===== config.mk =====
export PLATFORM = sky130hd
export DESIGN_NAME = ni_flit_buf
export DESIGN_NICKNAME = d
export VERILOG_FILES = /design/src/rtl/ni_flit_buf.sv
export SDC_FILE = /design/constraint.sdc
export NUM_CORES = 1
export LEC_CHECK = 0
export CORE_AREA = 2 2 332 334
export DETAILED_ROUTE_END_ITERATION = 8
export DIE_AREA = 0 0 334 336
export PLACE_DENSITY_LB_ADDON = 0.15
export SYNTH_ARGS = -nofsm -noshare
export SYNTH_HDL_FRONTEND = slang
export SYNTH_SLANG_ARGS = --single-unit

===== constraint.sdc =====
create_clock -name clk -period 7.3 [get_ports clk]
set_input_delay 1.095 -clock clk [delete_from_list [all_inputs] [get_ports clk]]
set_output_delay 1.095 -clock clk [all_outputs]
set_load 0.03 [all_outputs]

===== src/rtl/ni_flit_buf.sv =====
// rtl/ni_flit_buf.sv - credit-based flit buffer between the spike-output stage and the router local port
// RAM of 2^B-1 entries plus one output register; occupancy covers both.
module ni_flit_buf #(
    parameter int B   = 4,
    parameter int FW  = 59,
    parameter int FTW = 3,
    parameter int CW  = 16
) (
    input  logic          clk,
    input  logic          rst_n,
    input  logic          i_flit_in_wr,
    input  logic [FW-1:0] i_flit_in,
    output logic          o_credit_out,
    output logic          o_flit_out_valid,
    output logic [FW-1:0] o_flit_out,
    input  logic          i_flit_out_ready,
    output logic          o_ni_overflow,
    output logic [CW-1:0] o_ni_flit_cnt
);

    localparam int            RAM_D    = (1 << B) - 1;
    localparam logic [B:0]    OCC_FULL = {1'b1, {B{1'b0}}};
    localparam logic [B:0]    OCC_ONE  = {{B{1'b0}}, 1'b1};
    localparam logic [B-1:0]  PTR_LAST = {{(B-1){1'b1}}, 1'b0};
    localparam logic [B-1:0]  PTR_ONE  = {{(B-1){1'b0}}, 1'b1};
    localparam logic [CW-1:0] CNT_ONE  = {{(CW-1){1'b0}}, 1'b1};

    logic [FW-1:0] r_ram [RAM_D];
    logic [B-1:0]  r_wr_ptr;
    logic [B-1:0]  r_rd_ptr;
    logic [B:0]    r_occ;
    logic          r_pop;
    logic          r_valid;
    logic [FW-1:0] r_flit;
    logic          r_ovf;
    logic [CW-1:0] r_cnt;

    logic          w_pop;
    logic          w_wr_acc;
    logic          w_ram_empty;
    logic          w_out_free;
    logic          w_load;
    logic          w_bypass;
    logic          w_ram_wr;
    logic [B-1:0]  w_wr_ptr_nxt;
    logic [B-1:0]  w_rd_ptr_nxt;
    logic [FTW-1:0] w_unused_type;

    // The type field rides along untouched; it is never decoded here.
    assign w_unused_type = i_flit_in[FW-1:FW-FTW];

    assign w_pop       = r_valid & i_flit_out_ready;
    assign w_wr_acc    = i_flit_in_wr & ((r_occ != OCC_FULL) | w_pop);
    assign w_ram_empty = (r_occ == {{B{1'b0}}, r_valid});
    assign w_out_free  = ~r_valid | w_pop;
    assign w_load      = w_out_free & ~w_ram_empty;
    assign w_bypass    = w_out_free & w_ram_empty & w_wr_acc;
    assign w_ram_wr    = w_wr_acc & ~w_bypass;

    assign w_wr_ptr_nxt = (r_wr_ptr == PTR_LAST) ? '0 : r_wr_ptr + PTR_ONE;
    assign w_rd_ptr_nxt = (r_rd_ptr == PTR_LAST) ? '0 : r_rd_ptr + PTR_ONE;

    // RAM is not reset; full RAM with a refill reads the old word before the write lands.
    always_ff @(posedge clk) begin
        if (w_ram_wr) begin
            r_ram[r_wr_ptr] <= i_flit_in;
        end
    end

    always_ff @(posedge clk or negedge rst_n) begin
        if (!rst_n) begin
            r_wr_ptr <= '0;
            r_rd_ptr <= '0;
            r_occ    <= '0;
            r_pop    <= 1'b0;
            r_valid  <= 1'b0;
            r_flit   <= '0;
            r_ovf    <= 1'b0;
            r_cnt    <= '0;
        end else begin
            r_pop <= w_pop;
            if (w_ram_wr) begin
                r_wr_ptr <= w_wr_ptr_nxt;
            end
            if (w_load) begin
                r_flit   <= r_ram[r_rd_ptr];
                r_valid  <= 1'b1;
                r_rd_ptr <= w_rd_ptr_nxt;
            end else if (w_bypass) begin
                r_flit  <= i_flit_in;
                r_valid <= 1'b1;
            end else if (w_pop) begin
                r_valid <= 1'b0;
            end
            case ({w_wr_acc, w_pop})
                2'b10:   r_occ <= r_occ + OCC_ONE;
                2'b01:   r_occ <= r_occ - OCC_ONE;
                default: r_occ <= r_occ;
            endcase
            if (i_flit_in_wr && !w_wr_acc) begin
                r_ovf <= 1'b1;
            end
            if (w_pop) begin
                r_cnt <= r_cnt + CNT_ONE;
            end
        end
    end

    assign o_credit_out     = r_pop;
    assign o_flit_out_valid = r_valid;
    assign o_flit_out       = r_flit;
    assign o_ni_overflow    = r_ovf;
    assign o_ni_flit_cnt    = r_cnt;

endmodule


==> results of run 1 <==
==> stage by stage <==
stage,hold WS [ns],TNS (ns),setup WS [ns]
after global routing,0.235,0,3.16
after floorplan,0.510,-219.85,-0.746
final,0.257,0,3.36
after CTS,0.209,0,3.32
after detailed placement,0.460,0,2.64
after global placement,0.452,0,2.72
==> path summary, 6_finish.rpt <==
check	start	to	slack, ns	cells after the start
worst min register to register	o_ni_overflow$_DFFE_PN0P_	o_ni_overflow$_DFFE_PN0P_	0.46	1
max in group asynchronous	rst_n	r_rd_ptr[3]$_DFFE_PN0P_	5.84	2
worst min-delay path	rst_n	o_ni_flit_cnt[7]$_DFFE_PN0N_	0.26	1
worst max register to register	r_occ[4]$_DFFE_PN0P_	r_ram[13][4]$_DFFE_PP_	3.83	6
worst max-delay path	i_flit_out_ready	r_ram[13][4]$_DFFE_PP_	3.36	7
min in group clk	o_ni_overflow$_DFFE_PN0P_	o_ni_overflow$_DFFE_PN0P_	0.46	1
==> logic make-up after synthesis <==
logic type	count (synthesis)
adders and majority gates	5
AOI/OAI and AO/OA	252
xor gates and xnor gates	19
and+or+nand+nor	219
muxes	340
DFF	976
buffers and inverters	121
==> worst max-delay path: cells and delay by family <==
kind | cells | cell delay [ns]
buffers and inverters | 2 | 1.26
AO/OA/AOI/OAI | 2 | 0.61
AND/OR/NAND/NOR | 3 | 1.18
==> state kept, by name, indices dropped and copies added (netlist names) <==
signal            cells
o_credit_out          1
o_flit_out           59
o_flit_out_valid      1
o_ni_flit_cnt        16
o_ni_overflow         1
r_occ                 5
r_ram               885
r_rd_ptr              4
r_wr_ptr              4
==> per-layer routing <==
metal  part of all wire [%]  routed length [µm]
met3                    4.0                3540
met1                     45               39600
met2                     49               43600
met4                    1.8                1550
met5                      0                   0
==> power by group <==
part	switching, mW	leakage (nW)	internal [mW]
Clock	2.08	1.62	3.06
Combinational	2.70	3.62	2.06
Sequential	0.410	9.08	6.82
Total	5.19	14.3	11.9
==> synth_stat cells (2+ instances only) <==
library cell | instances | area (µm²)
clkbuf_1 | 56 | 210
a221oi_1 | 37 | 324
nand2b_1 | 7 | 43.8
edfxtp_1 | 885 | 26600
a22o_1 | 37 | 324
o22ai_2 | 10 | 125
ha_1 | 4 | 50.1
nor2b_1 | 2 | 12.5
dfrtp_1 | 91 | 2280
nor4_1 | 5 | 31.3
nor3_1 | 43 | 215
a21oi_1 | 4 | 20.0
o21ai_1 | 11 | 55.1
mux2_2 | 77 | 867
mux2i_1 | 101 | 1010
and2_1 | 3 | 18.8
o22ai_1 | 12 | 75.1
a21o_1 | 3 | 22.5
xor2_1 | 5 | 43.8
buf_1 | 3 | 11.3
buf_6 | 3 | 33.8
mux4_2 | 162 | 3650
nand3_1 | 9 | 45.0
or3_4 | 2 | 22.5
o21ai_0 | 128 | 641
xnor2_1 | 14 | 123
and3_1 | 6 | 37.5
nor2_1 | 57 | 214
nand2_1 | 77 | 289
buf_2 | 41 | 205
inv_1 | 7 | 26.3
buf_4 | 11 | 82.6
nand4_1 | 4 | 25.0
==> layout make-up <==
type | count | area (µm²)
fillers | 9599 | 64100
well taps | 1414 | 1770
inverters | 7 | 26.3
flip-flops and latches | 976 | 28900
repair buffers | 183 | 1750
clock inverters | 32 | 339
clock buffers | 162 | 3000
multi-input cells | 835 | 8560
==> flow_metrics.env, run 1 <==
export IMPL_postCtsSetupRepairBufs=0
export IMPL_antenna_left=0
export IMPL_drt_wl_total_um=88300
export IMPL_antenna_found_initial=0
export IMPL_io_buffer_count=140
export IMPL_placementRows=121
export IMPL_power_total_mw=17.1
export IMPL_initial_core_util_pct=34.9
export IMPL_ys_seq_elements=976
export IMPL_grt_ovfl_total=0
export IMPL_rsz0062_at_grt="no"
export IMPL_synth_main_ff_cell="edfxtp_1"
export IMPL_crit_arrival_ns=4.22
export IMPL_max_vdd_ir_drop_uv=298
export IMPL_synth_distinct_cells=48
export IMPL_power_leakage_nw=14.3
export IMPL_diodes=0
export IMPL_finalWorstPathRequiredPeriod_ns=3.94
export IMPL_first_pass_iters=5
export IMPL_cts_buffer_depth=3
export IMPL_use_met1_pct=21.5
export IMPL_grt_pass1_vias=19900
export IMPL_setup_viol=0
export IMPL_cp_max_fo=45
export IMPL_synth_xor_area_share_pct=0.440
export IMPL_dr_total_vias=18700
export IMPL_area_growth_synth_to_final_pct=17.0
export IMPL_cts_resized=0
export IMPL_hold_violations=0
export IMPL_hold_path_class="in -> async"
export IMPL_crit_path_max_incr_delay_ns=0.75
export IMPL_synth_edf_count=885
export IMPL_synth_seq_area_share_pct=76.2
export IMPL_stdcell_count=3609
export IMPL_syn_inst=1932
export IMPL_cts_buffers=106
export IMPL_grt_use_total_pct=15.8
export IMPL_grt_max_degree=130
export IMPL_clkSinkCount=976
export IMPL_clock_latency_ns=0.67
export IMPL_nets=2177
export IMPL_ioPinCount=141
export IMPL_dp_cells=3415
export IMPL_outcome="finished clean"
export IMPL_synth_top_family_by_area="multiplexers"
export IMPL_drc=0
export IMPL_postCtsHoldBufs=0
export IMPL_core_um2=108000
export IMPL_synth_adder_area_share_pct=0.185
export IMPL_layout_commonest_cell="edfxtp_1"
export IMPL_setup_worst_path_end_class="flop"
export IMPL_final_layout_size_suffix_gt1_share_pct=21.0
export IMPL_use_met2_pct=26.6
export IMPL_drv_cap=0
export IMPL_place_area_um2=41000
export IMPL_mostFrequentLayoutCells="edfxtp_1 (885), mux4_2 (162), clkdlybuf4s50_1 (139)"
export IMPL_clkSlewWorstSetupHoldPaths_ns=0.06
export IMPL_cp_slowest_cell="buf_4"
export IMPL_slew_viol_final=0
export IMPL_avgRoutedWirePerCell_um=24.5
export IMPL_final_util_pct=40.9
export IMPL_crit_path_cell_trace="clkdlybuf4s50_1 -> nand2b_1 -> a21oi_1 -> o21bai_1 -> nand4_1 -> nor2_4 -> buf_4"
export IMPL_synth_simple_area_share_pct=2.60
export IMPL_synthMuxAreaShare_pct=14.6
export IMPL_synth_area_per_cell_um2=19.6
export IMPL_first_iter_violations=1483
export IMPL_timing_final_crit_share_pct=53.9
export IMPL_dpl_hpwl_um=48100
export IMPL_h_tree_depth=3
export IMPL_final_area_um2=44300
export IMPL_fp_dieW_um=334
export IMPL_syn_area_um2=37900
export IMPL_grtUsageMet3_pct=2.45
export IMPL_synth_warnings=0
export IMPL_routed_via_density=5.19
export IMPL_max_freq_ghz=0.254
export IMPL_worst_pin_slew_ns=1.15
export IMPL_die_area_um2=112000
export IMPL_busiest_layer="met2"
export IMPL_ys_async_sr_fraction_pct=9.32
export IMPL_cts_root_buf="clkbuf_16"
export IMPL_required_ns=7.58
export IMPL_path_class="in -> reg"
export IMPL_cts_tree="done"
export IMPL_clock_skew_ns=0.0320
export IMPL_powerDensity_nw_per_um2=387
export IMPL_gp_congestion=0.723
export IMPL_relSlewSlack_pct=23.6
export IMPL_synth_compound_area_share_pct=4.45
export IMPL_syn_nets=2000
export IMPL_die_h_um=336
export IMPL_grt_pass1_wl_um=132000
export IMPL_start_kind="input pin"
(Power assumes the default switching activity.)
==> run 2: changes to the inputs <==
clock period = 3.6 ns   (was 7.3 ns; I/O delays follow)
==> flow_metrics.env, run 2 (same netlist as run 1, synthesis figures left out) <==
export IMPL_cts_buffer_depth=3
export IMPL_clkSlewWorstSetupHoldPaths_ns=0.06
export IMPL_p_int_mw=24.6
export IMPL_layout_commonest_cell="edfxtp_1"
export IMPL_antenna_found_initial=1
export IMPL_cts_root_buf="clkbuf_16"
export IMPL_seq_power_share_pct=41.6
export IMPL_dpl_hpwl_um=50000
export IMPL_grt_use_total_pct=16.1
export IMPL_cts_buffers=106
export IMPL_h_tree_depth=3
export IMPL_grt_ovfl_total=0
export IMPL_hold_path_class="reg -> reg"
export IMPL_switchingPower_mw=10.8
export IMPL_die_h_um=336
export IMPL_crit_path_max_incr_delay_ns=0.93
export IMPL_setup_worst_path_end_class="flop"
export IMPL_setup_slack_ns=0.950
export IMPL_final_layout_size_suffix_gt1_share_pct=22.2
export IMPL_worst_r2r_cell_count=3
export IMPL_cpLargestDelayFamily="simple AND/OR/NAND/NOR gates"
export IMPL_first_pass_iters=5
export IMPL_multi_input_area_um2=8620
export IMPL_cp_slowest_cell="dfrtp_1"
export IMPL_seqCellArea_um2=28900
export IMPL_clock_latency_ns=0.66
export IMPL_path_class="reg -> reg"
export IMPL_largest_register_ffs=885
export IMPL_powerDensity_nw_per_um2=786
export IMPL_timing_final_crit_share_pct=73.6
export IMPL_place_ws_ns=0.372
export IMPL_outcome="finished clean"
export IMPL_p_comb_share_pct=28.3
export IMPL_tns_ns=0
export IMPL_gp_congestion=0.714
export IMPL_postCtsSetupRepairBufs=0
export IMPL_core_um2=108000
export IMPL_crit_buf_inv=1
export IMPL_antenna_left=0
export IMPL_io_buffer_count=140
export IMPL_routed_via_density=5.19
export IMPL_grt_max_degree=96
export IMPL_die_area_um2=112000
export IMPL_relSlewSlack_pct=36.7
export IMPL_top_register="r_ram"
export IMPL_drc=0
export IMPL_start_kind="flop"
export IMPL_worst_pin_slew_ns=0.947
export IMPL_clock_skew_ns=0.0187
export IMPL_clkSinkCount=976
export IMPL_power_leakage_nw=14.6
export IMPL_r2r_slack_ns=0.95
export IMPL_crit_path_cell_trace="nand4_1 -> nor3_4 -> buf_12"
export IMPL_rr_endpoint="r_ram[1][19]$_DFFE_PP_"
export IMPL_cts_tree="done"
export IMPL_fp_dieW_um=334
export IMPL_slew_viol_final=0
export IMPL_mostFrequentLayoutCells="edfxtp_1 (885), mux4_2 (162), clkdlybuf4s50_1 (139)"
export IMPL_fillCellCount=9537
export IMPL_grt_pass1_vias=19700
export IMPL_startpoint="r_wr_ptr[0]$_DFFE_PN0P_"
export IMPL_crit_arrival_ns=2.97
export IMPL_ioPinCount=141
export IMPL_drt_wl_total_um=89600
export IMPL_required_ns=3.92
export IMPL_hold_violations=0
export IMPL_reg2reg_from="r_wr_ptr[0]$_DFFE_PN0P_"
export IMPL_max_vdd_ir_drop_uv=632
export IMPL_setup_viol=0
export IMPL_first_iter_violations=1223
export IMPL_drv_cap=0
export IMPL_p_sw_share_pct=30.4
export IMPL_dr_total_vias=18900
export IMPL_endpoint="r_ram[1][19]$_DFFE_PP_"
export IMPL_postCtsHoldBufs=1
export IMPL_critical_path_depth=3
export IMPL_avgRoutedWirePerCell_um=24.7
export IMPL_placementRows=121
export IMPL_area_growth_synth_to_final_pct=19.0
export IMPL_nets=2195
export IMPL_finalWorstPathRequiredPeriod_ns=2.65
export IMPL_grt_pass1_wl_um=133000
export IMPL_cts_resized=0
export IMPL_power_frac_clock_pct=30.1
export IMPL_cp_max_fo=42
export IMPL_max_freq_ghz=0.377
export IMPL_rsz0062_at_grt="no"
export IMPL_initial_core_util_pct=34.9
## run 2: how the worst min path moves through the flow
stage                               from                   endpoint  depth (start not counted)
2_1_floorplan                      rst_n     o_credit_out$_DFF_PN0_                          0
3_3_place_gp   o_ni_overflow$_DFFE_PN0P_  o_ni_overflow$_DFFE_PN0P_                          1
3_5_place_dp   o_flit_out[6]$_DFFE_PN0P_  o_flit_out[6]$_DFFE_PN0P_                          2
4_1_cts        o_flit_out[6]$_DFFE_PN0P_  o_flit_out[6]$_DFFE_PN0P_                          2
5_1_grt        o_ni_overflow$_DFFE_PN0P_  o_ni_overflow$_DFFE_PN0P_                          1
6_report       o_ni_overflow$_DFFE_PN0P_  o_ni_overflow$_DFFE_PN0P_                          1
## run 2: power groups by stage
stage | clock [mW] | sequential, mW | combinational (mW)
finish | 10.7 | 14.7 | 10.0
global route | 11.4 | 14.9 | 10.8
floorplan | 0 | 15.1 | 6.24
detailed placement | 0 | 15.0 | 10.2
global placement | 0 | 14.9 | 10.2
CTS | 11.0 | 14.7 | 10.3
## run 2: worst reg2reg max path: stages (launching register included)
cell and delay, ns:
dfrtp_1 0.93, nand4_1 0.64, nor3_4 0.37, buf_12 0.35
## run 2: final cells by class
cell class | count | share of cell area, %
Sequential cell | 976 | 64.1
Multi-Input combinational cell | 835 | 19.2
Clock buffer | 153 | 6.76
Timing Repair Buffer | 201 | 5.07
Tap cell | 1414 | 3.93
Clock inverter | 45 | 0.900
Inverter | 7 | 0.0584
Antenna cell | 1 | 0.00556
## run 2: metal layers
layer	wire length, µm	vias up	share of wire, %	track usage [%]
met5	13	-	0.015	0
met4	1680	2	1.9	4.32
met3	3480	110	3.9	2.55
met2	43900	391	49	26.5
met1	40500	10100	45	22.2
li1	-	8271	-	-
## run 2: through the flow
stage	cells	hold WS, ns	total power, mW	cell area [µm²]	util (%)
2_1_floorplan	1932	0.244	21.4	38000	-
3_3_place_gp	3432	0.460	25.1	41600	38.3
3_5_place_dp	3432	0.471	25.2	41600	38.3
4_1_cts	3631	0.484	36.0	45000	41.5
5_1_grt	3631	0.503	37.1	45000	41.5
6_report	3632	0.473	35.4	45000	41.5
